File: src/rtl/pipeline_ctrl_pkg.sv
// Shared types and constants for the pipeline stall/flush scheduler.
package pipeline_ctrl_pkg;

    typedef enum logic {
        IDLE = 1'b0,
        RUN  = 1'b1
    } md_state_e;

    localparam int DIV_CYCLES_DEF = 32;
    localparam int MUL_CYCLES_DEF = 2;

    localparam logic [31:0] STALL_COUNT_MAX = 32'hFFFF_FFFF;

    // Counter increment that sticks at the top value instead of wrapping.
    function automatic logic [31:0] sat_inc(input logic [31:0] v);
        return (v == STALL_COUNT_MAX) ? v : v + 32'd1;
    endfunction

endpackage

File: src/rtl/pipeline_stall_ctrl_if.sv
// Hazard inputs and stall/flush controls between the pipeline datapath and the scheduler.
interface pipeline_stall_ctrl_if;

    logic [4:0]  D_Rs1;
    logic [4:0]  D_Rs2;
    logic [4:0]  E_Rd;
    logic        E_MemRead;
    logic        E_MulDiv;
    logic        E_IsDiv;
    logic        E_PCSrc;

    logic        StallF;
    logic        StallD;
    logic        StallE;
    logic        FlushD;
    logic        FlushE;
    logic        FlushM;
    logic        MD_Start;
    logic        MD_Done;
    logic [31:0] StallCount;

    modport master (
        output D_Rs1, D_Rs2, E_Rd, E_MemRead, E_MulDiv, E_IsDiv, E_PCSrc,
        input  StallF, StallD, StallE, FlushD, FlushE, FlushM,
        input  MD_Start, MD_Done, StallCount
    );

    modport slave (
        input  D_Rs1, D_Rs2, E_Rd, E_MemRead, E_MulDiv, E_IsDiv, E_PCSrc,
        output StallF, StallD, StallE, FlushD, FlushE, FlushM,
        output MD_Start, MD_Done, StallCount
    );

endinterface

File: src/rtl/md_cycle_counter.sv
// Loadable down-counter tracking remaining M/D unit occupancy; stops at zero.
module md_cycle_counter #(
    parameter int W = 6
) (
    input  logic         clk,
    input  logic         rst_n,
    input  logic         load,
    input  logic [W-1:0] load_value,
    input  logic         dec,
    output logic [W-1:0] value,
    output logic         is_zero
);

    logic [W-1:0] count_reg;

    always_ff @(posedge clk or negedge rst_n) begin
        if (!rst_n) begin
            count_reg <= '0;
        end else if (load) begin
            count_reg <= load_value;
        end else if (dec && (count_reg != '0)) begin
            count_reg <= count_reg - W'(1);
        end
    end

    assign value   = count_reg;
    assign is_zero = (count_reg == '0);

endmodule

File: src/rtl/pipeline_stall_ctrl.sv
// Stall/flush scheduler: load-use stalls, branch flushes and multi-cycle M/D sequencing.
module pipeline_stall_ctrl
    import pipeline_ctrl_pkg::*;
#(
    parameter int DIV_CYCLES = DIV_CYCLES_DEF,
    parameter int MUL_CYCLES = MUL_CYCLES_DEF
) (
    input  logic                  clk,
    input  logic                  rst_n,
    pipeline_stall_ctrl_if.slave  hz
);

    localparam int CNT_W = $clog2(DIV_CYCLES + 1);

    md_state_e        state_reg, state_next;
    logic [31:0]      stall_count_reg;
    logic             cnt_load, cnt_dec, cnt_zero;
    logic [CNT_W-1:0] cnt_load_value, cnt_value;
    logic             load_use;
    logic             stall_f, stall_d, stall_e;
    logic             flush_d, flush_e, flush_m;
    logic             md_start, md_done;

    assign load_use = hz.E_MemRead && (hz.E_Rd != 5'd0) &&
                      ((hz.E_Rd == hz.D_Rs1) || (hz.E_Rd == hz.D_Rs2));

    // Counter holds the remaining RUN cycles before the result is valid.
    assign cnt_load_value = hz.E_IsDiv ? CNT_W'(DIV_CYCLES - 1) : CNT_W'(MUL_CYCLES - 1);

    md_cycle_counter #(
        .W(CNT_W)
    ) u_md_cycle_counter (
        .clk        (clk),
        .rst_n      (rst_n),
        .load       (cnt_load),
        .load_value (cnt_load_value),
        .dec        (cnt_dec),
        .value      (cnt_value),
        .is_zero    (cnt_zero)
    );

    always_ff @(posedge clk or negedge rst_n) begin
        if (!rst_n) begin
            state_reg <= IDLE;
        end else begin
            state_reg <= state_next;
        end
    end

    always_comb begin
        state_next = state_reg;
        cnt_load   = 1'b0;
        cnt_dec    = 1'b0;
        stall_f    = 1'b0;
        stall_d    = 1'b0;
        stall_e    = 1'b0;
        flush_d    = 1'b0;
        flush_e    = 1'b0;
        flush_m    = 1'b0;
        md_start   = 1'b0;
        md_done    = 1'b0;
        case (state_reg)
            IDLE: begin
                if (hz.E_MulDiv) begin
                    md_start   = 1'b1;
                    stall_f    = 1'b1;
                    stall_d    = 1'b1;
                    stall_e    = 1'b1;
                    flush_m    = 1'b1;
                    cnt_load   = 1'b1;
                    state_next = RUN;
                end else if (hz.E_PCSrc) begin
                    flush_d = 1'b1;
                    flush_e = 1'b1;
                end else if (load_use) begin
                    stall_f = 1'b1;
                    stall_d = 1'b1;
                    flush_e = 1'b1;
                end
            end
            RUN: begin
                // Execute is frozen, so branch and load-use inputs are stale here.
                if (!cnt_zero) begin
                    stall_f = 1'b1;
                    stall_d = 1'b1;
                    stall_e = 1'b1;
                    flush_m = 1'b1;
                    cnt_dec = 1'b1;
                end else begin
                    md_done    = 1'b1;
                    state_next = IDLE;
                end
            end
            default: state_next = IDLE;
        endcase
        if (!rst_n) begin
            stall_f  = 1'b0;
            stall_d  = 1'b0;
            stall_e  = 1'b0;
            flush_d  = 1'b0;
            flush_e  = 1'b0;
            flush_m  = 1'b0;
            md_start = 1'b0;
            md_done  = 1'b0;
        end
    end

    always_ff @(posedge clk or negedge rst_n) begin
        if (!rst_n) begin
            stall_count_reg <= '0;
        end else if (stall_d) begin
            stall_count_reg <= sat_inc(stall_count_reg);
        end
    end

    // A loaded occupancy can never exceed the longest (divide) sequence.
    assert property (@(posedge clk) disable iff (!rst_n)
        (state_reg == RUN) |-> (cnt_value < CNT_W'(DIV_CYCLES)));

    assign hz.StallF     = stall_f;
    assign hz.StallD     = stall_d;
    assign hz.StallE     = stall_e;
    assign hz.FlushD     = flush_d;
    assign hz.FlushE     = flush_e;
    assign hz.FlushM     = flush_m;
    assign hz.MD_Start   = md_start;
    assign hz.MD_Done    = md_done;
    assign hz.StallCount = stall_count_reg;

endmodule

File: src/flat_wrapper.sv
// flat-port wrapper written by rule: the top's interface ports become plain ports
module pipeline_stall_ctrl_flat import pipeline_ctrl_pkg::*;
#(
    parameter int DIV_CYCLES = DIV_CYCLES_DEF,
    parameter int MUL_CYCLES = MUL_CYCLES_DEF
)
  (clk, rst_n, hz_D_Rs1, hz_D_Rs2, hz_E_Rd, hz_E_MemRead, hz_E_MulDiv, hz_E_IsDiv, hz_E_PCSrc, hz_StallF, hz_StallD, hz_StallE, hz_FlushD, hz_FlushE, hz_FlushM, hz_MD_Start, hz_MD_Done, hz_StallCount);
  pipeline_stall_ctrl_if hz_i ();
  input  logic clk;
  input  logic rst_n;
  input wire logic [$bits(hz_i.D_Rs1)-1:0] hz_D_Rs1;
  input wire logic [$bits(hz_i.D_Rs2)-1:0] hz_D_Rs2;
  input wire logic [$bits(hz_i.E_Rd)-1:0] hz_E_Rd;
  input wire logic [$bits(hz_i.E_MemRead)-1:0] hz_E_MemRead;
  input wire logic [$bits(hz_i.E_MulDiv)-1:0] hz_E_MulDiv;
  input wire logic [$bits(hz_i.E_IsDiv)-1:0] hz_E_IsDiv;
  input wire logic [$bits(hz_i.E_PCSrc)-1:0] hz_E_PCSrc;
  output wire logic [$bits(hz_i.StallF)-1:0] hz_StallF;
  output wire logic [$bits(hz_i.StallD)-1:0] hz_StallD;
  output wire logic [$bits(hz_i.StallE)-1:0] hz_StallE;
  output wire logic [$bits(hz_i.FlushD)-1:0] hz_FlushD;
  output wire logic [$bits(hz_i.FlushE)-1:0] hz_FlushE;
  output wire logic [$bits(hz_i.FlushM)-1:0] hz_FlushM;
  output wire logic [$bits(hz_i.MD_Start)-1:0] hz_MD_Start;
  output wire logic [$bits(hz_i.MD_Done)-1:0] hz_MD_Done;
  output wire logic [$bits(hz_i.StallCount)-1:0] hz_StallCount;
  assign hz_i.D_Rs1 = hz_D_Rs1;
  assign hz_i.D_Rs2 = hz_D_Rs2;
  assign hz_i.E_Rd = hz_E_Rd;
  assign hz_i.E_MemRead = hz_E_MemRead;
  assign hz_i.E_MulDiv = hz_E_MulDiv;
  assign hz_i.E_IsDiv = hz_E_IsDiv;
  assign hz_i.E_PCSrc = hz_E_PCSrc;
  assign hz_StallF = hz_i.StallF;
  assign hz_StallD = hz_i.StallD;
  assign hz_StallE = hz_i.StallE;
  assign hz_FlushD = hz_i.FlushD;
  assign hz_FlushE = hz_i.FlushE;
  assign hz_FlushM = hz_i.FlushM;
  assign hz_MD_Start = hz_i.MD_Start;
  assign hz_MD_Done = hz_i.MD_Done;
  assign hz_StallCount = hz_i.StallCount;
  pipeline_stall_ctrl #(.DIV_CYCLES(DIV_CYCLES), .MUL_CYCLES(MUL_CYCLES)) u_core (.clk(clk), .rst_n(rst_n), .hz(hz_i));
endmodule
File: config.mk
export PLATFORM = sky130hd
export DESIGN_NAME = pipeline_stall_ctrl_flat
export DESIGN_NICKNAME = d
export VERILOG_FILES = /design/src/rtl/pipeline_ctrl_pkg.sv /design/src/rtl/pipeline_stall_ctrl_if.sv /design/src/rtl/md_cycle_counter.sv /design/src/rtl/pipeline_stall_ctrl.sv /design/src/flat_wrapper.sv
export SDC_FILE = /design/constraint.sdc
export NUM_CORES = 1
export LEC_CHECK = 0
export CAP_MARGIN = 20
export CORE_ASPECT_RATIO = 2
export CORE_MARGIN = 4
export CORE_UTILIZATION = 40
export DETAILED_ROUTE_END_ITERATION = 8
export GPL_ROUTABILITY_DRIVEN = 0
export PLACE_DENSITY_LB_ADDON = 0.2
export SLEW_MARGIN = 20
export SYNTH_ARGS = -nofsm -noshare
export SYNTH_HDL_FRONTEND = slang
export SYNTH_SLANG_ARGS = --single-unit
File: constraint.sdc
create_clock -name clk -period 2.13 [get_ports clk]
set_input_delay 0.213 -clock clk [delete_from_list [all_inputs] [get_ports clk]]
set_output_delay 0.213 -clock clk [all_outputs]
set_load 0.01 [all_outputs]
; ---- After elaboration in Yosys (flattened, before gate mapping)
; Index checks and enable logic that the tools add are counted.
[totals]
output_inout_bits = 40
wordCells = 45
regBits = 39
inputBits = 21
[op_classes]
add_sub_neg = 2
muxes = 26
bitwise = 2
reduce_logical = 9
eq_ne = 3
[ops]
columns = operator, n
row1 = 32-bit by 1-bit adder with 32-bit output (second input constant), 1
row2 = 32-bit == test (second input constant), 1
row3 = 1-bit 2-to-1 mux, 21
row4 = 6-bit 2-to-1 mux, 2
row5 = 5-bit == test, 2
row6 = 6-bit zero test, 1
row7 = 6-bit nonzero test, 1
row8 = 6-bit by 1-bit subtractor with 6-bit output (second input constant), 1
row9 = 5-bit 2-to-1 mux, 1
row10 = 5-bit nonzero test, 1
row11 = 1-bit case mux with 2 select lines, 2
row12 = 1-bit logical AND, 3
row13 = 1-bit NOT, 2
row14 = 2-bit AND reduction, 1
row15 = 2-bit nonzero test, 1
row16 = 1-bit logical OR, 1

; ---- Logic depth before layout (Yosys ltp)
; Gate-level depths: netlist (run 1).
[depth]
depth_word = 9
mapped_depth = 9

; ---- Hierarchy
; A second synthesis (run 1) with hierarchy kept.
[unflattened]
cells_unflattened = 226
hier_area_um2 = 2227.1
[by_module_without_submodules]
columns = mod, n_inst, cells_per_inst, area_each_um2
row1 = pipeline_stall_ctrl, 1, 182, 1831.8
row2 = md_cycle_counter, 1, 44, 395.4

; ---- Worst setup path after synthesis (run 1)
; Ideal clock, no wire load.
[synth_path]
kind = reg-to-output
startpoint = reg u_core.u_md_cycle_counter.count_reg[3], in the netlist u_core.u_md_cycle_counter.value[3]
endpoint = out hz_StallF
t_required_ps = 1917
path_stages_with_launch = 8
setup_slack_ps = -23
arrival_ps = 1940
path_cell_list = dfrtp_1 > or4b_2 > o21ai_1 > or3_1 > o22a_2 > buf_4 > inv_1 > buf_4
[synth_between]
elab_chain_cells = 4
[synth_rtl]
columns = item, line_no
row1 = "start, declared", md_cycle_counter.sv:14  ; logic [W-1:0] count_reg;
row2 = "start signal, assigned", md_cycle_counter.sv:20  ; count_reg <= load_value;
row3 = "start signal, assigned", md_cycle_counter.sv:22  ; count_reg <= count_reg - W'(1);
row4 = 6-bit zero test, md_cycle_counter.sv:27  ; assign is_zero = (count_reg == '0);
row5 = 1-bit 2-to-1 mux, n/a
row6 = 1-bit case mux with 2 select lines, n/a
row7 = 1-bit 2-to-1 mux, n/a
row8 = "end, declared", flat_wrapper.sv:18  ; output wire logic [$bits(hz_i.StallF)-1:0] hz_StallF;
; Every way passes these cells.

; ---- Worst setup path after layout (run 1)
[layout_path]
startpoint = reg u_core.u_md_cycle_counter.count_reg[0], in the netlist u_core.u_md_cycle_counter.value[0]
endpoint = reg u_core.stall_count_reg[1], in the netlist u_core.hz.StallCount[1]
[layout_between]
elab_chain_cells = 5
[layout_rtl]
columns = item, line_no
row1 = 6-bit zero test, md_cycle_counter.sv:27
row2 = 1-bit 2-to-1 mux, pipeline_stall_ctrl.sv:83  ; if (!cnt_zero) begin
row3 = 1-bit case mux with 2 select lines, pipeline_stall_ctrl.sv:62  ; case (state_reg)
row4 = 1-bit 2-to-1 mux, pipeline_stall_ctrl.sv:96  ; if (!rst_n) begin
row5 = 2-bit AND reduction (no source line), n/a
row6 = "end signal, assigned", pipeline_stall_ctrl.sv:112  ; stall_count_reg <= sat_inc(stall_count_reg);
row7 = "end, declared", pipeline_stall_ctrl.sv:16  ; logic [31:0] stall_count_reg;
; Every way passes these cells.
; A chain may end at the register's enable or synchronous reset.

==> metrics.csv, run 1 <==
stage,metric,value,unit
run_status,status,finished with violations,
run_status,failing checks,negative setup slack,
power,Int Power,1.88,mW
power,Lkg Pwr,1.71,nW
critical_path,r2r endpoint,u_core.hz.StallCount[1],
placed_design,Port-buffer cells,60,
finish,FILL cells,395,
critical_path,crit-path max FO,8,
die,# rows,37,
synth,post-synth net total,243,
synth,top-count cell post-synth,xor2_1,
synth,Synth Register Bits,39,
synth,Synth area leader,dfrtp_1,
job,# Max-Cap Violations,0,
route,Vias,2172,
critical_path,CP endpoint kind,flop,
critical_path,critical path arrival,2330,ps
placed_design,DP Cell Count,372,
critical_path,Crit path max-delay family,simple AND/OR/NAND/NOR gates,
critical_path,crit path launch type,flop,
finish,Layout Cell Area excl Fill,3730,sq um
route,DRT iter0 DRCs,74,
global_routing,first-pass GRT wire length,9.92,mm
clock_network,Num Clock Sinks,39,
route,DR pass1 iterations,4,
die,core footprint,5180,sq um
route,Avg WL per Cell,16.7,microns
critical_path,Setup Crit Path Kind,reg -> reg,
synth,post-synth cell types,39,
power,"IR drop worst, VDD",754,uV
timing,# setup viols final,1,
synth,async set or reset register ratio after synthesis,1.00,
finish,share of cells above drive strength 1,0.353,
placed_design,Placed Area,3120,sq um
synth,synthesized instance count,219,
die,Die W,60.1,microns
die,Initial Util,0.418,
timing,fmax,0.465,GHz
power,Clock Power Share,0.177,
finish,area delta synth->final,72.2,%
timing,final period utilization,1.01,
clock_network,CTS tree,yes,
timing,Worst Skew,3.51,ps
synth,mapped cell area,2170,sq um
placed_design,Detailed Place HPWL,4.35,mm
global_routing,vias in the first global route,2108,
global_routing,initial antenna violation count,0,
clock_network,"Clk Latency, worst-skew pair",290,ps
die,die area,6730,sq um
critical_path,Critical Path Start,u_core.u_md_cycle_counter.value[0],
power,Seq pwr share,0.341,
clock_network,clk slew on worst S/H paths,70,ps
finish,Largest register FFs,32,
finish,final core occ,0.720,
clock_network,Num CTS Buffers,5,
finish,Final Non-Filler Cells,395,
critical_path,crit-path cells,inv_2 > ha_4 > nand2b_4 > o21ai_4 > or3_4 > o22a_4 > buf_6 > clkbuf_16 > nor2_4 > mux2_4,
synth,"Seq/Total Area, Yosys",0.450,
clock_network,htree depth,2,
synth,"Top FF cell, synth",dfrtp_1,
global_routing,Overflow after GRT,0,
critical_path,largest stage delay on the critical path,380,ps
critical_path,RR Startpoint,u_core.u_md_cycle_counter.value[0],
power,Logic pwr share,0.482,
die,height of the chip,112,microns
synth,area share of the largest cell type after synthesis,0.450,
global_routing,largest net degree at the start of global routing,32,
finish,Post-layout nets,361,
synth,"EDFF count, synth",0,
critical_path,crit path to,u_core.hz.StallCount[1],
timing,Final WS setup,-21.2,ps
route,Vias per Instance,5.50,
finish,antenna cell count,0,
timing,min Tclk post-route,2150,ps
critical_path,Levels on crit path,10,
synth,"top cells by count, synth","42 x xor2_1, 39 x dfrtp_1, 17 x nor3_1",
placed_design,Place WS,-329,ps
die,Top Ports,61,
power,Switch Pwr,969,uW
critical_path,Reg2Reg Depth,10,
timing,Tightest Pin Transition,353,ps
route,Routed Antenna Nets,0,
clock_network,Clock Tree Root,clkbuf_8,
critical_path,worst path required time,2310,ps
critical_path,R2R Setup Slk,-20,ps
timing,relative slew slack,0.765,
timing,RSZ-0062 raised after global routing,true,
synth,Yosys Warn Count,0,
worst_hold_path,worst hold path class,in -> async,
timing,Final Hold Viols,0,
timing,Final Max Tran Viols,0,
route,Detailed Route WL,6.61,mm
critical_path,slowest cell on the critical path,or3_4,
critical_path,CP Buf/Inv Count,3,
global_routing,GRT Total Usage,0.190,
power,Pwr Total,2.84,mW
synth,Synth area leaders,"dfrtp_1 45%, xor2_1 17%, nor3_1 3.9%, nor4_1 3.8%, nand2_1 2.6%",
power,power per cell area,762,nW/um^2
route,drt drc,0,
clock_network,clk buf depth,2,
power,switching share of power,0.341,
synth,syn avg cell area,9.90,sq um
-- kinds of logic (layout without fill, tap and decap cells) --
logic type / count (synthesis) / in the layout / synth area share
AO/OA/AOI/OAI: 12 / 12 / 0.0369
adder cells (fa/ha/maj): 3 / 3 / 0.0173
flip-flops: 39 / 39 / 0.450
XOR/XNOR: 43 / 43 / 0.174
buffers and inverters: 15 / 133 / 0.0392
multiplexers: 2 / 2 / 0.0121
AND/OR/NAND/NOR: 105 / 105 / 0.271
-- layout make-up --
type	instances	area [sq um]	area share
clock buffers	6	82.6	0.0221
well taps	58	72.6	0.0194
multi-input cells	165	1460	0.391
clock inverters	1	5.00	0.00134
flip-flops and latches	39	977	0.262
inverters	5	18.8	0.00503
repair buffers	121	1120	0.299
-- per-layer routing --
| metal | track usage | up-vias | wire length (microns) |
|---|---|---|---|
| met5 | 0 | - | 0 |
| met4 | 0.0547 | 0 | 189 |
| met3 | 0.0230 | 18 | 195 |
| met2 | 0.358 | 57 | 3920 |
| met1 | 0.210 | 1090 | 2300 |
| li1 | - | 1007 | - |
-- cells in the final DEF, fill, tap and decap left out, types with 3 or more instances in the layout --
master	n
nand2_1	14
and3_1	7
xor2_1	42
nor4_4	10
nand4_1	4
buf_4	48
clkdlybuf4s50_1	53
inv_1	3
buf_6	8
nor2_1	12
a21oi_1	5
clkbuf_8	6
nor3_2	7
nand3_1	9
nor3_4	3
or4_1	3
dlygate4sd2_1	4
and2_1	3
dfrtp_1	38
nor3_1	8
-- power groups by stage --
stage	registers (mW)	clock network [mW]	logic, mW
finish	0.970	0.504	1.37
CTS	0.968	0.509	1.19
global placement	0.969	0	1.09
global route	0.984	0.539	1.49
floorplan	1.03	0	0.462
detailed placement	0.975	0	1.10
-- repair_timing --
action	4_1_cts	5_1_grt
pin swaps	2	21
endpoints found under the hold margin	12	0
gates cloned	0	2
buffers inserted	1	12
resized for setup	38	45
hold buffers	1	0
setup endpoints to repair	31	37
-- stage by stage --
stage | TNS [ps] | hold slack (ps)
final | -21.2 | 454
after global routing | -912 | 471
after CTS | -324 | 462
after detailed placement | -6420 | 218
after global placement | -5300 | 219
after floorplan | 0 | -82.6
-- tightest hold or removal path, stage by stage --
cell,delay (ps)
dlygate4sd3_1,510
buf_2,140
buf_4,240
-- worst min-delay path by stage --
stage | startpoint | to | slack (ps) | cells after the start
4_1_cts | rst_n | u_core.hz.StallCount[29] | 460 | 3
6_report | rst_n | u_core.hz.StallCount[30] | 450 | 3
3_3_place_gp | rst_n | u_core.hz.StallCount[29] | 220 | 2
5_1_grt | rst_n | u_core.hz.StallCount[31] | 470 | 3
3_5_place_dp | rst_n | u_core.hz.StallCount[30] | 220 | 2
2_1_floorplan | rst_n | u_core.hz.StallCount[0] | -80 | 0
(Power assumes the default switching activity.)
==> run 2: changes to the inputs <==
- PLACE_DENSITY: not set -> 0.7
- PLACE_DENSITY_LB_ADDON: 0.2 -> not set
==> run 2 against run 1 <==
Compared with the run above: setup slack better by 21 ps; design area is 2.1% lower; highest routed layer unchanged; flip-flop and latch count stayed put; register-to-register slack better by 20 ps; sequential power hardly changed; global-route usage is 0.81 points higher; largest power group unchanged; worst hold slack better by 50 ps; the run still ends with negative setup slack left.
==> metrics.csv, run 2 (synthesized netlist as in run 1, its figures left out) <==
stage,metric,value,unit,change
critical_path,slowest cell on the critical path,or4_4,,
timing,Worst Skew,6.61,ps,+3.10 ps
power,switching share of power,0.330,,-0.0106
placed_design,Port-buffer cells,60,,unchanged
critical_path,Reg2Reg Depth,8,,-2
clock_network,"Clk Latency, worst-skew pair",290,ps,about the same
timing,min Tclk post-route,2130,ps,-20.7 ps
global_routing,vias in the first global route,2242,,+6.4%
die,# rows,37,,unchanged
clock_network,Num CTS Buffers,5,,unchanged
route,Routed Antenna Nets,0,,unchanged
die,die area,6730,sq um,unchanged
die,Top Ports,61,,unchanged
job,# Max-Cap Violations,0,,unchanged
finish,Post-layout nets,365,,+1.1%
placed_design,Detailed Place HPWL,4.46,mm,+2.4%
clock_network,htree depth,2,,unchanged
global_routing,first-pass GRT wire length,10.2,mm,+2.9%
power,power per cell area,765,nW/um^2,+0.39%
finish,Multi-input gate area,1360,sq um,-7.0%
worst_hold_path,Worst Hold End,u_core.hz.StallCount[27],,
route,DR pass1 iterations,4,,unchanged
critical_path,Setup Crit Path Kind,reg -> reg,,
power,Clock Power Share,0.198,,+0.021
run_status,status,finished with violations,,
clock_network,clk slew on worst S/H paths,70,ps,about the same
route,drt drc,0,,unchanged
timing,setup_tns,-0.789,ps,+20.4 ps
global_routing,largest net degree at the start of global routing,33,,+3.1%
route,Vias per Instance,5.44,,-1.1%
timing,Final WS setup,-0.493,ps,+20.7 ps
timing,Tightest Pin Transition,427,ps,+74.7 ps
critical_path,Levels on crit path,8,,-2
power,Seq pwr share,0.347,,+0.006
die,core footprint,5180,sq um,unchanged
timing,final period utilization,1.00,,-0.00973
die,Die W,60.1,microns,unchanged
power,Int Power,1.87,mW,-0.15%
route,DRT iter0 DRCs,36,,-51%
finish,Largest register FFs,32,,unchanged
critical_path,Crit path max-delay family,simple AND/OR/NAND/NOR gates,,
critical_path,worst path required time,2290,ps,-20 ps
power,Switch Pwr,923,uW,-4.8%
critical_path,RR Startpoint,u_core.hz.StallCount[16],,
global_routing,Overflow after GRT,0,,unchanged
critical_path,CP Buf/Inv Count,2,,-1
worst_hold_path,worst hold path class,reg -> reg,,
timing,RSZ-0062 raised after global routing,true,,
worst_hold_path,Worst Hold Launch,u_core.hz.StallCount[27],,
die,Initial Util,0.418,,unchanged
route,Avg WL per Cell,16.4,microns,-2.2%
clock_network,CTS tree,yes,,
power,Logic pwr share,0.456,,-0.026
critical_path,r2r endpoint,u_core.hz.StallCount[3],,
clock_network,clk buf depth,2,,unchanged
route,Vias,2175,,+0.14%
global_routing,initial antenna violation count,0,,unchanged
timing,relative slew slack,0.715,,-0.0498
finish,"leading cell type in the layout, fill and taps excluded",buf_4,,
power,"IR drop worst, VDD",833,uV,+10%
global_routing,GRT Total Usage,0.198,,+0.00812
timing,Final Max Tran Viols,0,,unchanged
clock_network,Num Clock Sinks,39,,unchanged
timing,# setup viols final,2,,+1
timing,Final Hold Viols,0,,unchanged
finish,"commonest cells after routing, fill and taps aside","56 x buf_4, 52 x clkdlybuf4s50_1, 42 x xor2_1",,
die,height of the chip,112,microns,unchanged
finish,storage element area,976,sq um,-0.13%
finish,FILL cells,391,,-1.0%
critical_path,crit path launch type,flop,,
power,Pwr Total,2.79,mW,-1.7%
route,Detailed Route WL,6.55,mm,-0.98%
finish,share of cells above drive strength 1,0.322,,-0.0315
critical_path,crit-path max FO,5,,-3
finish,area delta synth->final,68.6,%,
critical_path,R2R Setup Slk,-0.5,ps,+20 ps
finish,antenna cell count,0,,unchanged
critical_path,critical path arrival,2290,ps,-40 ps
critical_path,crit-path cells,and3_2 > nand4_1 > or4_4 > nor3_4 > buf_6 > buf_4 > nor3b_1 > xor2_1,,
critical_path,CP endpoint kind,flop,,
clock_network,Clock Tree Root,clkbuf_8,,
worst_hold_path,Hold Path Depth,1,,
run_status,failing checks,negative setup slack,,
power,Lkg Pwr,1.73,nW,+1.1%
timing,fmax,0.469,GHz,+0.97%
critical_path,largest stage delay on the critical path,490,ps,+110 ps
-- run 2: cell types whose count changed in the layout (fill, tap and decap cells not counted), sizes merged --
cell | previous run | this run
buf | 60 | 67
clkdlybuf4s50 | 53 | 52
clkinv | 1 | 0
dlygate4sd2 | 4 | 3
dlymetal6s2s | 0 | 1
-- run 2: per-stage QoR --
| step | hold slack, ps | setup slack (ps) | util | cells | cell area (sq um) |
|---|---|---|---|---|---|
| 4_1_cts | 496 | -61.2 | 0.668 | 394 | 3460 |
| 3_3_place_gp | 220 | -307 | 0.615 | 382 | 3190 |
| 2_1_floorplan | -82.6 | 3.99 | - | 219 | 2170 |
| 6_report | 504 | -0.493 | 0.705 | 400 | 3650 |
| 5_1_grt | 522 | -80.1 | 0.705 | 400 | 3650 |
| 3_5_place_dp | 217 | -331 | 0.615 | 382 | 3190 |
-- run 2: power by group through the flow --
stage          Clock, mW  Sequential (mW)  Combinational, mW
2_1_floorplan          0             1.03              0.462
3_3_place_gp           0            0.973               1.07
3_5_place_dp           0            0.976               1.08
4_1_cts            0.562            0.963               1.17
5_1_grt            0.592            0.989               1.40
6_report           0.552            0.969               1.27
-- run 2: layout make-up --
type | count | area share
clock buffers | 8 | 0.0274
inverters | 5 | 0.00514
repair buffers | 125 | 0.309
multi-input cells | 165 | 0.372
well taps | 58 | 0.0199
flip-flops and latches | 39 | 0.267
-- run 2: worst reg2reg max path, stage by stage (launching register included) --
cell	delay, ps
dfrtp_1	370
and3_2	240
nand4_1	190
or4_4	490
nor3_4	180
buf_6	170
buf_4	150
nor3b_1	60
xor2_1	150
-- run 2: timing repair --
action | in CTS | in global routing
gates cloned | 0 | 2
hold endpoints to repair | 7 | 0
endpoints found under the setup margin | 38 | 36
setup buffers | 3 | 4
pin swaps | 5 | 13
gates resized for setup | 44 | 26
hold buffers | 1 | 0
-- run 2: layer usage --
layer | up-vias | track usage | share of wire
li1 | 1018 | - | -
met1 | 1071 | 0.190 | 0.33
met2 | 61 | 0.366 | 0.59
met3 | 25 | 0.0449 | 0.039
met4 | 0 | 0.104 | 0.043
met5 | - | 0 | 0
-- run 2: worst max-delay path by stage --
stage,start,end
finish,u_core.hz.StallCount[16],u_core.hz.StallCount[3]
floorplan,u_core.u_md_cycle_counter.value[3],hz_StallF
detailed placement,hz_E_Rd[0],hz_StallD
CTS,u_core.u_md_cycle_counter.value[0],u_core.hz.StallCount[21]
global placement,hz_E_Rd[0],hz_StallD
global route,u_core.u_md_cycle_counter.value[0],u_core.hz.StallCount[28]
